File: src/rtl/darksimv_mon_pkg.sv
// Shared types and constants for the darksimv bus monitor buffer.
// Holds the captured-sample record and the default FIFO depth.
package darksimv_mon_pkg;

  localparam int unsigned MON_DEPTH_DEF = 16;
  localparam int unsigned MON_WORD_W    = 32;
  localparam int unsigned MON_DLEN_W    = 3;
  localparam int unsigned MON_RSVD_W    = 6;

  // One captured core bus sample; rsvd pads the record to a fixed 171-bit layout
  typedef struct packed {
    logic [MON_WORD_W-1:0] idata;
    logic [MON_WORD_W-1:0] iaddr;
    logic [MON_WORD_W-1:0] datai;
    logic [MON_WORD_W-1:0] datao;
    logic [MON_WORD_W-1:0] daddr;
    logic [MON_DLEN_W-1:0] dlen;
    logic                  drd;
    logic                  dwr;
    logic [MON_RSVD_W-1:0] rsvd;
  } mon_entry_t;

  localparam int unsigned MON_ENTRY_W = $bits(mon_entry_t);

endpackage

File: src/rtl/darksimv_mon_fifo_mem.sv
// Storage array for the monitor FIFO: one synchronous write port, one
// asynchronous read port. No reset; validity is tracked by the pointer logic.
// Ports:
//   clk   - clock
//   we    - write enable
//   waddr - write index
//   wdata - entry to store
//   raddr - read index
//   rdata - entry at raddr (combinational)
module darksimv_mon_fifo_mem
  import darksimv_mon_pkg::*;
#(
  parameter int unsigned DEPTH = MON_DEPTH_DEF,
  parameter int unsigned AW    = $clog2(DEPTH)
) (
  input  logic          clk,
  input  logic          we,
  input  logic [AW-1:0] waddr,
  input  mon_entry_t    wdata,
  input  logic [AW-1:0] raddr,
  output mon_entry_t    rdata
);

  mon_entry_t mem [DEPTH];

  // Write port
  always_ff @(posedge clk) begin
    if (we) begin
      mem[waddr] <= wdata;
    end
  end

  // Async read port
  assign rdata = mem[raddr];

endmodule

File: src/rtl/darksimv_mon_buffer.sv
// Show-ahead capture FIFO for core bus samples seen by the HVL monitor.
// Samples are captured while CAP_EN=1 and HLT=0; a capture into a full FIFO
// with no same-cycle pop is dropped and sets the sticky OVF flag.
// The head entry is held in a register so O_* are registered outputs.
// Optional build macro: DARKSIMV_MON_DROP_CNT_EN adds DROP_CNT, a saturating
// 16-bit count of dropped samples.
// Ports:
//   CLK, RES                    - clock, synchronous active-high reset
//   CAP_EN, HLT                 - capture enable, core halt (blocks capture)
//   IDATA..DWR                  - core bus sample fields
//   POP                         - consume head entry (ignored when empty)
//   O_VALID, O_*                - head entry
//   LEVEL                       - occupancy
//   OVF                         - sticky overflow
//   DROP_CNT                    - dropped-sample count (macro only)
module darksimv_mon_buffer
  import darksimv_mon_pkg::*;
#(
  parameter int unsigned DEPTH = MON_DEPTH_DEF
) (
  input  logic                    CLK,
  input  logic                    RES,
  input  logic                    CAP_EN,
  input  logic                    HLT,
  input  logic [31:0]             IDATA,
  input  logic [31:0]             IADDR,
  input  logic [31:0]             DATAI,
  input  logic [31:0]             DATAO,
  input  logic [31:0]             DADDR,
  input  logic [2:0]              DLEN,
  input  logic                    DRD,
  input  logic                    DWR,
  input  logic                    POP,
  output logic                    O_VALID,
  output logic [31:0]             O_IDATA,
  output logic [31:0]             O_IADDR,
  output logic [31:0]             O_DATAI,
  output logic [31:0]             O_DATAO,
  output logic [31:0]             O_DADDR,
  output logic [2:0]              O_DLEN,
  output logic                    O_DRD,
  output logic                    O_DWR,
  output logic [$clog2(DEPTH):0]  LEVEL,
  output logic                    OVF
`ifdef DARKSIMV_MON_DROP_CNT_EN
  ,
  output logic [15:0]             DROP_CNT
`endif
);

  localparam int unsigned AW = $clog2(DEPTH);
  localparam int unsigned LW = AW + 1;

  logic [AW-1:0] wr_ptr;
  logic [AW-1:0] rd_ptr;
  logic [AW-1:0] rd_ptr_nx;
  logic [LW-1:0] level;
  logic [LW-1:0] level_next;
  logic          valid;
  logic          ovf;
  mon_entry_t    head_q;
  mon_entry_t    head_next;
  mon_entry_t    sample;
  mon_entry_t    rd_data;
  logic          cap;
  logic          full;
  logic          empty;
  logic          pop_ok;
  logic          push;
  logic          drop;
  logic [MON_RSVD_W-1:0] unused_rsvd;

  // Pack the live bus sample
  always_comb begin
    sample       = '0;
    sample.idata = IDATA;
    sample.iaddr = IADDR;
    sample.datai = DATAI;
    sample.datao = DATAO;
    sample.daddr = DADDR;
    sample.dlen  = DLEN;
    sample.drd   = DRD;
    sample.dwr   = DWR;
  end

  // Push/pop/drop qualification; a pop frees the slot the push needs when full
  assign cap       = CAP_EN & ~HLT;
  assign full      = (level == LW'(DEPTH));
  assign empty     = (level == '0);
  assign pop_ok    = POP & ~empty;
  assign push      = cap & (~full | pop_ok);
  assign drop      = cap & full & ~pop_ok;
  assign rd_ptr_nx = rd_ptr + AW'(1);

  darksimv_mon_fifo_mem #(
    .DEPTH (DEPTH),
    .AW    (AW)
  ) u_mem (
    .clk   (CLK),
    .we    (push),
    .waddr (wr_ptr),
    .wdata (sample),
    .raddr (rd_ptr_nx),
    .rdata (rd_data)
  );

  // Next occupancy and next head value. The head register bypasses the
  // array when the incoming sample becomes the head on the same edge.
  always_comb begin
    level_next = level;
    head_next  = head_q;
    unique case ({push, pop_ok})
      2'b10:   level_next = level + LW'(1);
      2'b01:   level_next = level - LW'(1);
      default: level_next = level;
    endcase
    if (pop_ok) begin
      if (level == LW'(1)) begin
        if (push) begin
          head_next = sample;
        end
      end else begin
        head_next = rd_data;
      end
    end else if (empty && push) begin
      head_next = sample;
    end
  end

  // Pointer, occupancy, head and flag registers
  always_ff @(posedge CLK) begin
    if (RES) begin
      wr_ptr <= '0;
      rd_ptr <= '0;
      level  <= '0;
      valid  <= 1'b0;
      ovf    <= 1'b0;
      head_q <= '0;
    end else begin
      if (push) begin
        wr_ptr <= wr_ptr + AW'(1);
      end
      if (pop_ok) begin
        rd_ptr <= rd_ptr_nx;
      end
      level  <= level_next;
      valid  <= (level_next != '0);
      ovf    <= ovf | drop;
      head_q <= head_next;
    end
  end

`ifdef DARKSIMV_MON_DROP_CNT_EN
  logic [15:0] drop_cnt;

  // Saturating dropped-sample counter
  always_ff @(posedge CLK) begin
    if (RES) begin
      drop_cnt <= '0;
    end else if (drop && (drop_cnt != 16'hFFFF)) begin
      drop_cnt <= drop_cnt + 16'd1;
    end
  end

  assign DROP_CNT = drop_cnt;
`endif

  assign unused_rsvd = head_q.rsvd;

  assign O_VALID = valid;
  assign O_IDATA = head_q.idata;
  assign O_IADDR = head_q.iaddr;
  assign O_DATAI = head_q.datai;
  assign O_DATAO = head_q.datao;
  assign O_DADDR = head_q.daddr;
  assign O_DLEN  = head_q.dlen;
  assign O_DRD   = head_q.drd;
  assign O_DWR   = head_q.dwr;
  assign LEVEL   = level;
  assign OVF     = ovf;

endmodule

File: config.mk
export PLATFORM = sky130hd
export DESIGN_NAME = darksimv_mon_buffer
export DESIGN_NICKNAME = d
export VERILOG_FILES = /design/src/rtl/darksimv_mon_pkg.sv /design/src/rtl/darksimv_mon_fifo_mem.sv /design/src/rtl/darksimv_mon_buffer.sv
export SDC_FILE = /design/constraint.sdc
export NUM_CORES = 2
export LEC_CHECK = 0
export ABC_CLOCK_PERIOD_IN_PS = 15200
export BUFFER_PORTS_ARGS = -buffer_cell sky130_fd_sc_hd__buf_4
export CORE_MARGIN = 2
export CORE_UTILIZATION = 44
export DETAILED_ROUTE_END_ITERATION = 12
export PLACE_DENSITY = 0.62
export SYNTH_ARGS = -nofsm -noshare
export SYNTH_HDL_FRONTEND = slang
export SYNTH_SLANG_ARGS = --single-unit
File: constraint.sdc
create_clock -name CLK -period 15.2 [get_ports CLK]
set_clock_uncertainty 0.15 [all_clocks]
set_input_delay 0.76 -clock CLK [delete_from_list [all_inputs] [get_ports CLK]]
set_output_delay 0.76 -clock CLK [all_outputs]
set_load 0.02 [all_outputs]
==> flow_summary.yaml <==
global_route:
  grt_max_degree: 130
  grt_busiest_layer: "met2"
  grt_pass1_vias: 54100
  grt.met2_usage_pct: 33.19
  grt_pass1_wl_mm: 378.3
  track_usage_pct: 20.87
  grt-ovfl-total: 0
  antenna_found_initial: 35
  grt_use_met1_pct: 29.61
  grt_use_met3_pct: 4.063
yosys:
  syn-cell-area_mm2: 0.1083
  async_flop_share_pct: 0
  ys_ff_latch: 2820
  synthCells: 4875
  synth_mux_area_share_pct: 18.31
  synth_compound_area_share_pct: 2.246
  synth_top_family_by_area: "multiplexers"
  synthXorXnorAreaFrac_pct: 0.07972
  yosys-top-cells-area: "edfxtp_1 73%, mux4_2 14%, mux2i_1 4.6%, dfxtp_1 3.3%, o22a_1 1.3%"
  avgSynthCellArea_um2: 22.21
  yosysSeqAreaShare_pct: 76.53
  synth_top_area_share_pct: 73.20
  yosys_warnings: 0
  syn_nets: 5056
  synthDistinctLibCells: 40
  yosys.area_share.simple_pct: 1.243
  yosysTopAreaCell: "edfxtp_1"
  synth_edf_count: 2640
  yosysMostFrequentCell: "edfxtp_1"
  synthAdderAreaFrac_pct: 0.1271
  synth_common_cells: "2,640 x edfxtp_1, 660 x mux4_2, 496 x mux2i_1, 180 x dfxtp_1"
  synthFlopType: "edfxtp_1"
route:
  ant_nets: 0
  drt-total-wl_mm: 263.3
  wire_per_inst_um: 29.35
  drt_iter0_drc: 4798
  num_vias: 52320
  viasPerCell: 5.831
  drcViolationCount: 0
  dr.pass1.iters: 5
placement:
  globalplace.congestion: 0.7141
  preCtsSetupSlack_ps: 9805
  place.port_buffers: 341
  dp_hpwl_mm: 130.9
  dp_cells: 8258
die:
  row_count: 182
  initial_core_util_pct: 44.16
  io_pins: 342
  die_area_mm2: 0.2501
  die_height_um: 500.1
  die_x_um: 500.1
  coreArea_mm2: 0.2453
pwr:
  p_leak_nw: 38.82
  ir_drop_v: 0.0002119
  power_density_mw_per_mm2: 154.2
layout:
  stdcell_count: 8973
  layout.nets: 5694
  fillers: 19070
  area_growth_pct: 16.20
  drive_above_1_share_pct: 27.08
sta:
  clock.fmax_mhz: 185.1
  fin_crit_ps: 5402
  rsz0062_at_grt: "false"
  slew_viol_final: 0
  fin_crit_sh_pct: 35.54
  setup_violations: 0
  maxSlewHeadroom_pct: 17.84
  timing.final.ws_setup_ps: 9798
  worst_slew_pin_slew_ps: 1232
  hold_viol: 0
  setup_tns_ps: 0
cts:
  root_buffer: "clkbuf_16"
  post_cts.repair.setup_buffers: 0
  cts_max_path_buffers: 4
  cts_tree: "done"
  clk_latency_ps: 950
  clkTransAtPathRegs_ps: 60
  ctsHtreeMaxLevel: 5
  cts_made_buffers: 311
  cts_sinks: 2820
critical_path:
  cp-endpoint: "O_IDATA[17]"
  r2r_cells: 8
  crit_path_cell_trace: "nand3_1 -> xnor2_4 -> buf_4 -> buf_4 -> buf_12 -> mux2i_1 -> o22a_1 -> o21ai_1"
  endpoint_kind: "register"
  reg2reg_to: "O_IDATA[17]"
  startpoint_type: "register"
  arrival_ps: 6020
  cpMostUsedCell: "buf_4"
  path_max_fanout: 81
  r2r_start: "rd_ptr[0]"
  crit_required_ps: 15810
  slowest_delay_ps: 890
  crit_type: "register to register"
  crit_slowest_cell: "buf_4"
  worst-r2r-setup-slack_ps: 9800
  cp-startpoint: "rd_ptr[0]"
job:
  drv_cap: 0
outcome:
  outcome: "complete, no violations"
worst_hold_path:
  hp-class: "input port to register"
  hold_depth: 1
-- metrics by stage --
stage                     cell area (um2)  hold WS (ps)  util (%)  power (W)
after CTS                          125800         4.248     51.30    0.01962
after global routing               125800         22.29     51.31    0.02013
after detailed placement           114500         314.1     46.67    0.01238
after floorplan                    108300         303.6         -    0.01136
after global placement             114500         309.6     46.67    0.01235
final                              125800         54.90     51.31    0.01940
-- worst min-delay path by stage --
stage | from | to | slack (ps)
finish | IADDR[20] | u_mem.mem[8][121] | 50
global route | IADDR[12] | u_mem.mem[3][113] | 20
CTS | IADDR[12] | u_mem.mem[3][113] | 4
detailed placement | OVF | OVF | 310
global placement | OVF | OVF | 310
floorplan | rd_ptr[1] | rd_ptr[1] | 300
-- power breakdown --
group / internal, W / switching, W / total (W)
clock: 0.00429 / 0.00293 / 0.00722
sequential: 0.00868 / 0.000189 / 0.00887
combinational: 0.00160 / 0.00172 / 0.00332
total: 0.0146 / 0.00484 / 0.0194
-- flip-flops by register name, indices dropped and copies added, names as in the netlist --
signal,cells
O_DRD,1
wr_ptr,4
O_DWR,1
rd_ptr,4
O_DLEN,3
O_IDATA,32
O_VALID,1
O_DATAO,32
LEVEL,5
O_DADDR,32
O_DATAI,32
O_IADDR,32
OVF,1
u_mem.mem,2640
-- layout make-up --
class                   count  area (um2)  share of cell area [%]
diodes                      7       17.52                 0.01392
repair buffers            607        5145                   4.088
clock buffers             413        8563                   6.805
flip-flops and latches   2820       82880                   65.86
clock inverters           133        1177                  0.9356
multi-input cells        1763       23990                   19.06
inverters                  10       37.54                 0.02983
well taps                3220        4029                   3.202
-- placed cells by master (no fill, tap or decap), types with 5 or more instances in the layout --
master / Yosys / final
a21oi_1: 9 / 9
and2_1: 165 / 165
buf_12: 0 / 14
buf_4: 12 / 430
bufinv_16: 0 / 20
clkbuf_1: 80 / 69
clkbuf_16: 0 / 317
clkbuf_8: 0 / 27
clkinv_1: 0 / 49
clkinv_2: 0 / 43
clkinv_4: 0 / 5
clkinvlp_4: 0 / 9
dfxtp_1: 180 / 179
diode_2: 0 / 7
dlygate4sd3_1: 0 / 162
edfxtp_1: 2640 / 2640
ha_1: 11 / 10
inv_1: 10 / 10
inv_6: 0 / 5
mux2i_1: 496 / 496
mux4_2: 660 / 660
nand2_1: 14 / 14
nand2b_1: 5 / 5
nor2_1: 25 / 13
nor2_4: 0 / 12
o21ai_0: 12 / 12
o21ai_1: 157 / 156
o22a_1: 165 / 165
xnor2_1: 5 / 5
-- per-layer routing --
metal / part of all wire, % / vias to the layer above / wire, um
li1: - / 21720 / -
met1: 43 / 28260 / 112100
met2: 48 / 1919 / 126000
met3: 7.1 / 399 / 18730
met4: 2.4 / 30 / 6321
met5: 0.072 / - / 190
-- worst max-delay path: cells and delay by family, from the launching register on --
family                    cells  cell delay [ps]
AOI/OAI and AO/OA             2              200
xor gates and xnor gates      1              840
buffers and inverters         3             2300
DFF                           1              870
and+or+nand+nor               1              350
muxes                         1              270
-- cells by family (layout without fill, tap and decap cells) --
logic type               count (synthesis)  count (layout)
flip-flops                            2820            2820
multiplexers                          1156            1156
AO/OA/AOI/OAI                          355             355
buffers and inverters                  292            1163
AND/OR/NAND/NOR                        232             232
adder cells (fa/ha/maj)                 11              11
XOR/XNOR                                 9               9
other                                    0               7
-- timing repair --
action                                 4_1_cts  5_1_grt
endpoints found under the hold margin     2536        0
hold buffers                               162        0
gates resized for setup                      0        0
Note: power is estimated with default switching activity, not from simulation.
